### src/rtl/det_pkg.sv
// Shared types, term schedules and width helper for the sequential determinant engine.
package det_pkg;

  typedef enum logic [1:0] {
    StIdle,
    StCalc,
    StDone
  } state_e;

  localparam int unsigned N2 = 2;
  localparam int unsigned N3 = 6;

  // Element index 9 selects the constant 1 operand, so 2x2 terms reuse the triple multiplier.
  localparam logic [3:0] OneIdx = 4'd9;

  typedef struct packed {
    logic [3:0] x;
    logic [3:0] y;
    logic [3:0] z;
    logic       neg;
  } term_t;

  // Element indices are row-major: m[r][c] -> 3r+c. Entries 6 and 7 are never reached.
  localparam term_t Term3 [8] = '{
    '{4'd0, 4'd4, 4'd8, 1'b0},
    '{4'd1, 4'd5, 4'd6, 1'b0},
    '{4'd2, 4'd3, 4'd7, 1'b0},
    '{4'd2, 4'd4, 4'd6, 1'b1},
    '{4'd0, 4'd5, 4'd7, 1'b1},
    '{4'd1, 4'd3, 4'd8, 1'b1},
    '{4'd0, 4'd0, 4'd0, 1'b0},
    '{4'd0, 4'd0, 4'd0, 1'b0}
  };

  localparam term_t Term2 [2] = '{
    '{4'd0, 4'd4, OneIdx, 1'b0},
    '{4'd1, 4'd3, OneIdx, 1'b1}
  };

  function automatic int unsigned det_width(int unsigned w);
    return 3 * w + 3;
  endfunction

endpackage

### src/rtl/det_term_mul.sv
// Combinational signed triple product: term = (neg ? -1 : 1) * a * b * c, modulo 2^DW.
module det_term_mul
  import det_pkg::*;
#(
  parameter int unsigned DW = det_width(2)
) (
  input  logic [DW-1:0] a_i,
  input  logic [DW-1:0] b_i,
  input  logic [DW-1:0] c_i,
  input  logic          neg_i,
  output logic [DW-1:0] term_o
);

  logic [DW-1:0] prod;

  // Operands arrive already extended to DW, so the truncated product is exact.
  always_comb begin
    prod   = a_i * b_i * c_i;
    term_o = neg_i ? (DW'(0) - prod) : prod;
  end

endmodule

### src/rtl/determinant_seq.sv
// Sequential 2x2/3x3 determinant engine: one Leibniz term per cycle on a shared multiplier.
module determinant_seq
  import det_pkg::*;
#(
  parameter int unsigned W      = 2,
  parameter bit          SIGNED = 1'b0,
  parameter int unsigned DW     = det_width(W)
) (
  input  logic            clk,
  input  logic            rst,
  input  logic            in_valid,
  output logic            in_ready,
  input  logic            mode,
  input  logic [9*W-1:0]  mat_in,
  output logic            out_valid,
  input  logic            out_ready,
  output logic [DW-1:0]   det
);

  state_e          state_q, state_d;
  logic [2:0]      k_q, k_d;
  logic            mode_q, mode_d;
  logic [9*W-1:0]  mat_q, mat_d;
  logic [DW-1:0]   acc_q, acc_d;

  logic [DW-1:0]   elem [16];
  term_t           term;
  logic [DW-1:0]   term_val;
  logic [2:0]      k_last;

  function automatic logic [DW-1:0] ext(logic [W-1:0] v);
    if (SIGNED) begin
      return {{(DW-W){v[W-1]}}, v};
    end else begin
      return {{(DW-W){1'b0}}, v};
    end
  endfunction

  always_comb begin
    for (int i = 0; i < 9; i++) begin
      elem[i] = ext(mat_q[i*W +: W]);
    end
    elem[9] = DW'(1);
    for (int i = 10; i < 16; i++) begin
      elem[i] = '0;
    end
  end

  always_comb begin
    term   = mode_q ? Term3[k_q] : Term2[k_q[0]];
    k_last = mode_q ? 3'(N3 - 1) : 3'(N2 - 1);
  end

  det_term_mul #(
    .DW (DW)
  ) u_term_mul (
    .a_i    (elem[term.x]),
    .b_i    (elem[term.y]),
    .c_i    (elem[term.z]),
    .neg_i  (term.neg),
    .term_o (term_val)
  );

  always_ff @(posedge clk or posedge rst) begin
    if (rst) begin
      state_q <= StIdle;
      k_q     <= '0;
      mode_q  <= 1'b0;
      mat_q   <= '0;
      acc_q   <= '0;
    end else begin
      state_q <= state_d;
      k_q     <= k_d;
      mode_q  <= mode_d;
      mat_q   <= mat_d;
      acc_q   <= acc_d;
    end
  end

  always_comb begin
    state_d   = state_q;
    k_d       = k_q;
    mode_d    = mode_q;
    mat_d     = mat_q;
    acc_d     = acc_q;
    in_ready  = 1'b0;
    out_valid = 1'b0;

    unique case (state_q)
      StIdle: begin
        in_ready = 1'b1;
        if (in_valid) begin
          mat_d   = mat_in;
          mode_d  = mode;
          acc_d   = '0;
          k_d     = '0;
          state_d = StCalc;
        end
      end
      StCalc: begin
        acc_d = acc_q + term_val;
        if (k_q == k_last) begin
          k_d     = '0;
          state_d = StDone;
        end else begin
          k_d = k_q + 3'd1;
        end
      end
      StDone: begin
        out_valid = 1'b1;
        if (out_ready) begin
          state_d = StIdle;
        end
      end
      default: begin
        state_d = StIdle;
      end
    endcase
  end

  // The accumulator is the result register; it holds the last value while idle.
  assign det = acc_q;

endmodule
### config.mk
export PLATFORM = sky130hd
export DESIGN_NAME = determinant_seq
export DESIGN_NICKNAME = d
export VERILOG_FILES = /design/src/rtl/det_pkg.sv /design/src/rtl/det_term_mul.sv /design/src/rtl/determinant_seq.sv
export SDC_FILE = /design/constraint.sdc
export NUM_CORES = 1
export LEC_CHECK = 0
export ABC_AREA = 1
export CORE_ASPECT_RATIO = 0.75
export CORE_UTILIZATION = 41
export CTS_CLUSTER_SIZE = 25
export DETAILED_ROUTE_END_ITERATION = 6
export PLACE_DENSITY = 0.59
export SLEW_MARGIN = 25
export SYNTH_ARGS = -nofsm -noshare
export SYNTH_HDL_FRONTEND = slang
export SYNTH_HIERARCHICAL = 1
export SYNTH_SLANG_ARGS = --single-unit
### constraint.sdc
create_clock -name clk -period 5.5 [get_ports clk]
set_input_delay 0.55 -clock clk [delete_from_list [all_inputs] [get_ports clk]]
set_output_delay 0.55 -clock clk [all_outputs]
set_load 0.02 [all_outputs]
==> flow_summary.json, run 1 <==
{
  "drv_slew": 0,
  "use_met3_pct": 0.826,
  "grt_pass1_vias": 4556,
  "finalWirelength_um": 10800,
  "setup_viol": 4,
  "antenna_found_initial": 0,
  "crit_end": "det[7]$_DFFE_PP0P_",
  "cts.sinks": 33,
  "h-tree-depth": 2,
  "finalCriticalPeriod_ns": 5.80,
  "hpwl_um": 9080,
  "die_h_um": 97.3,
  "hold_class": "reg2reg",
  "drc": 0,
  "timing.final.crit_share_pct": 105,
  "cp_common_cell": "nand2_1",
  "nFillCells": 1150,
  "crit_arrival_ns": 6.01,
  "path_max_fanout": 8,
  "vias_per_cell": 4.30,
  "grt.total_usage_pct": 19.5,
  "crit_type": "reg2reg",
  "grt_max_degree": 37,
  "portBuffers": 33,
  "syn_area_per_cell_um2": 6.76,
  "ant_nets": 0,
  "setup_ws_ns": -0.296,
  "dieArea_um2": 12600,
  "r2r_start": "k_q[0]$_DFFE_PP0P_",
  "critPathCaptureType": "flop",
  "ff2ff_path_depth": 37,
  "slew_headroom_pct": 42.6,
  "clock_latency_ns": 0.28,
  "cts.path.max_buffers": 2,
  "cts_tree": "yes",
  "status": "complete, but fails checks",
  "drive_above_1_share_pct": 14.0,
  "setup_tns_ns": -0.800,
  "ys.warnings.count": 6,
  "max_stage_delay_ns": 0.46,
  "core_area_um2": 11700,
  "regToRegEndpoint": "det[7]$_DFFE_PP0P_",
  "diodes": 0,
  "grt.overflow.total": 0,
  "routed-via-count": 4548,
  "path_clk_slew_ns": 0.06,
  "crit_path_start_kind": "flop",
  "io-pin-count": 34,
  "critPathLaunch": "k_q[0]$_DFFE_PP0P_",
  "synth_cell_types": 41,
  "syn_inst": 735,
  "grt_util_met1_pct": 27.8,
  "cp.buffers_inverters": 6,
  "violations": "negative setup slack",
  "skew_ns": 0.00311,
  "synth_area_um2": 4970,
  "final_hold_viol_count": 0,
  "cp.depth": 37,
  "rrSetupSlack_ns": -0.30,
  "drtIter0Drc": 125,
  "ctsHoldBuffers": 0,
  "area_growth_pct": 29.8,
  "row_count": 34,
  "start_util_pct": 42.5,
  "regArea_um2": 827,
  "drv_cap": 0,
  "ys_ff_latch": 33,
  "cp.required_ns": 5.72,
  "rsz0062_at_grt": "true",
  "critPathSlowestCell": "fa_2",
  "grt_pass1_wl_um": 20000,
  "ys_seq_area_share_pct": 16.6,
  "clock.fmax_ghz": 0.173,
  "cp_top_family": "adder cells",
  "layout.nets": 1002,
  "tightest_slew_ns": 0.856,
  "cts-root-buf": "clkbuf_16",
  "wire_per_inst_um": 10.2,
  "gp_congestion": 0.887,
  "first_pass_iters": 4,
  "cts_buffers": 5,
  "grt.busiest_layer": "met2",
  "met2_usage_pct": 32.5,
  "multiInputGateArea_um2": 3950,
  "die_w_um": 129
}
synthesized netlist by cell type:
cell	instances	area share [%]
nor3_1	1	0.10
o211ai_1	1	0.15
nand3_2	3	0.60
conb_1	1	0.075
xor2_2	3	0.98
a31oi_1	2	0.25
fa_1	37	15
nand3_4	1	0.35
buf_4	4	0.60
o21ai_2	1	0.18
nand3b_4	1	0.40
o31ai_2	1	0.25
o31ai_1	1	0.15
nand3b_1	2	0.30
a21oi_1	14	1.4
buf_2	4	0.40
inv_1	153	12
inv_2	7	0.53
buf_6	2	0.45
o22ai_1	1	0.13
nand4_1	1	0.13
xnor2_1	11	1.9
o21ai_0	34	3.4
xnor2_2	1	0.33
clkinv_1	2	0.15
a22o_1	2	0.35
clkbuf_2	1	0.10
a211oi_1	1	0.15
nor2_4	1	0.23
nand2_1	251	19
o21ai_1	5	0.50
o21bai_1	2	0.30
nor2_1	25	1.9
nand2_4	3	0.68
xor2_1	6	1.1
dfrtp_1	33	17
clkbuf_8	1	0.28
nand3_1	54	5.4
clkbuf_1	1	0.075
ha_1	48	12
nand2_2	12	1.5
stage by stage:
stage               std cells  utilization (%)  hold WS [ns]  instance area (µm²)  setup WS (ns)
floorplan                 821                -         0.444                 5360         -0.188
global placement         1043             52.1         0.497                 6090         -0.374
detailed placement       1043             52.1         0.490                 6090         -0.397
CTS                      1055             54.5         0.503                 6380         -0.398
global route             1057             55.1         0.519                 6450         -0.668
finish                   1057             55.1         0.497                 6450         -0.296
worst min-delay path by stage:
stage	start	end	cells after the start
6_report	mat_q[16]$_DFFE_PP0P_	mat_q[16]$_DFFE_PP0P_	2
3_3_place_gp	mat_q[16]$_DFFE_PP0P_	mat_q[16]$_DFFE_PP0P_	2
3_5_place_dp	mat_q[16]$_DFFE_PP0P_	mat_q[16]$_DFFE_PP0P_	2
5_1_grt	mat_q[16]$_DFFE_PP0P_	mat_q[16]$_DFFE_PP0P_	2
4_1_cts	mat_q[16]$_DFFE_PP0P_	mat_q[16]$_DFFE_PP0P_	2
2_1_floorplan	mat_q[16]$_DFFE_PP0P_	mat_q[16]$_DFFE_PP0P_	2
repair_timing:
action,CTS,global route
setup buffers,4,3
hold endpoints to repair,0,0
pin swaps,13,14
gates resized for setup,16,13
setup endpoints to repair,4,5
layout by cell type (no fill, tap or decap), drive strengths merged, types with 2 or more instances in the layout:
master	Yosys	layout
a21oi	14	14
a22o	2	2
a31oi	2	2
buf	10	46
clkbuf	3	6
clkdlybuf4s50	0	33
clkinv	2	2
conb	1	87
dfrtp	33	33
fa	37	37
ha	48	48
inv	160	160
nand2	266	266
nand3	58	58
nand3b	3	3
nor2	26	26
o21ai	40	40
o21bai	2	2
o31ai	2	2
xnor2	12	12
xor2	9	9
layout make-up:
cell class / instances / area share [%]
multi-input combinational: 613 / 61.2
sequential: 33 / 12.8
timing repair buffer: 79 / 10.6
inverter: 162 / 9.47
tap: 162 / 3.14
clock buffer: 6 / 2.15
clock inverter: 2 / 0.582
kinds of logic (layout without fill, tap and decap cells):
group / after synthesis / after routing / share of synthesized area (%)
other cells: 1 / 87 / 0.0755
simple gates: 355 / 355 / 30.6
fa+ha+maj: 85 / 85 / 27.0
flops: 33 / 33 / 16.6
buf+inv: 175 / 249 / 14.2
compound gates: 65 / 65 / 7.25
xor+xnor: 21 / 21 / 4.31
routing by layer:
metal  vias up  wire, µm
met1      2043      5720
met2        39      4850
li1       2460         -
met4         0        96
met3         6       154
met5         -         0
flip-flops by register name (all words and copies together) (netlist names):
name,flops
mode_q,1
k_q,3
state_q,2
det,9
mat_q,18
worst reg2reg max path, delay by kind of cell, from the launching register on:
kind / cells / cell delay [ns]
buffers and inverters: 6 / 0.41
xor gates and xnor gates: 1 / 0.16
adders and majority gates: 11 / 3.16
and+or+nand+nor: 18 / 1.51
AOI/OAI and AO/OA: 1 / 0.07
DFF: 1 / 0.43
Power of run 1 is not shown: default switching activity piles up to over one toggle a cycle in this logic, so the estimate is an artifact.
==> run 2: changes to the inputs <==
- PLACE_DENSITY: 0.59 -> 0.6
- clock period: 5.5 -> 6.9 ns (I/O delays scaled with it)
==> run 2 against run 1 <==
  * The flow now finishes without violations
  * Routed wire length down 3.2%
  * Register-to-register slack better by 0.81 ns
  * Design area down 8.1%
  * Via count down 2.6%
  * Non-clock buffer count down 40
  * Setup slack better by 0.81 ns
  * Flip-flop and latch count unchanged
  * Utilization down 4.5 points
  * Hold slack worse by 0.0098 ns
  * Largest cell class unchanged
==> flow_summary.json, run 2 (synthesis results as in run 1) <==
{
  "status": "finished, final reports clean",
  "hold_class": "reg2reg",
  "drc": 0,
  "wire_per_inst_um": 10.3,
  "start_util_pct": 42.5,
  "tightest_slew_ns": 0.859,
  "io-pin-count": 34,
  "cts_buffers": 5,
  "dieArea_um2": 12600,
  "grt.total_usage_pct": 18.3,
  "path_clk_slew_ns": 0.06,
  "layout.nets": 962,
  "antenna_found_initial": 0,
  "pre_cts_slack_ns": 0.317,
  "diodes": 0,
  "core_area_um2": 11700,
  "die_w_um": 129,
  "crit_type": "reg2reg",
  "setup_tns_ns": 0,
  "max_stage_delay_ns": 0.49,
  "cp_common_cell": "nand2_1",
  "setup_viol": 0,
  "grt_pass1_wl_um": 18700,
  "die_h_um": 97.3,
  "crit_arrival_ns": 6.56,
  "grt.overflow.total": 0,
  "ant_nets": 0,
  "clock_latency_ns": 0.28,
  "cts.path.max_buffers": 2,
  "cts-root-buf": "clkbuf_16",
  "slew_headroom_pct": 42.4,
  "h-tree-depth": 2,
  "drv_slew": 0,
  "layout_common_cells": "nand2_1, inv_1, conb_1",
  "final_common_cell": "nand2_1",
  "drtIter0Drc": 162,
  "cts_tree": "yes",
  "skew_ns": 0.00729,
  "ff2ff_path_depth": 38,
  "final_hold_viol_count": 0,
  "routed-via-count": 4430,
  "finalWirelength_um": 10500,
  "grt_max_degree": 37,
  "crit_path_start_kind": "flop",
  "top_register": "mat_q",
  "first_pass_iters": 6,
  "setup_ws_ns": 0.514,
  "finalCriticalPeriod_ns": 6.39,
  "critPathCaptureType": "flop",
  "hold_depth": 2,
  "cts.sinks": 33,
  "critPathSlowestCell": "fa_1",
  "path_max_fanout": 9,
  "timing.final.crit_share_pct": 92.6,
  "portBuffers": 33,
  "largest_reg_flops": 18,
  "clock.fmax_ghz": 0.157,
  "gp_congestion": 0.883,
  "drv_cap": 0,
  "grt_pass1_vias": 4371,
  "drive_above_1_share_pct": 6.20,
  "area_growth_pct": 19.3,
  "hpwl_um": 8770,
  "row_count": 34,
  "cp.required_ns": 7.07,
  "rsz0062_at_grt": "false",
  "vias_per_cell": 4.36
}
## run 2: stage by stage
| step | instance area [µm²] | std cells | hold WS [ns] | util [%] |
|---|---|---|---|---|
| floorplan | 5290 | 821 | 0.444 | - |
| global placement | 5770 | 1008 | 0.480 | 49.3 |
| finish | 5930 | 1017 | 0.487 | 50.7 |
| detailed placement | 5770 | 1008 | 0.477 | 49.3 |
| global route | 5930 | 1017 | 0.509 | 50.7 |
| CTS | 5910 | 1016 | 0.492 | 50.5 |
## run 2: final timing paths
check,slack (ns),to,start
max,0.51,det[8]$_DFFE_PP0P_,k_q[0]$_DFFE_PP0P_
max reg2reg,0.51,det[8]$_DFFE_PP0P_,k_q[0]$_DFFE_PP0P_
min,0.49,mat_q[17]$_DFFE_PP0P_,mat_q[17]$_DFFE_PP0P_
min reg2reg,0.49,mat_q[17]$_DFFE_PP0P_,mat_q[17]$_DFFE_PP0P_
min in group asynchronous,0.80,det[4]$_DFFE_PP0P_,rst
max in group asynchronous,5.77,mode_q$_DFFE_PP0P_,rst
## run 2: layout make-up
cell class | instances | area (µm²)
fillers | 1195 | 5770
repair buffers | 39 | 375
inverters | 162 | 608
clock buffers | 7 | 133
flip-flops and latches | 33 | 828
clock inverters | 1 | 7.51
multi-input cells | 613 | 3770
well taps | 162 | 203
## run 2: metal layers
metal  global-route usage (%)  vias to the layer above  part of all wire (%)
li1                         -                     2368                     -
met1                     26.1                     1986                    53
met2                     29.9                       67                    44
met3                     1.65                        9                   2.5
met4                     4.16                        0                  0.97
met5                        0                        -                     0
## run 2: worst max-delay path, delay by kind of cell (launching register included)
kind | cells | cell delay, ns
xor+xnor | 2 | 0.37
fa+ha+maj | 10 | 3.14
simple gates | 21 | 1.95
buf+inv | 5 | 0.41
flops | 1 | 0.43
## run 2: what timing repair did
action | 4_1_cts | 5_1_grt
endpoints found under the setup margin | 0 | 3
buffers inserted | 0 | 1
hold buffers | 0 | 0
hold endpoints to repair | 0 | 0
gates resized for setup | 0 | 7
Power of run 2 is left out for the same reason.
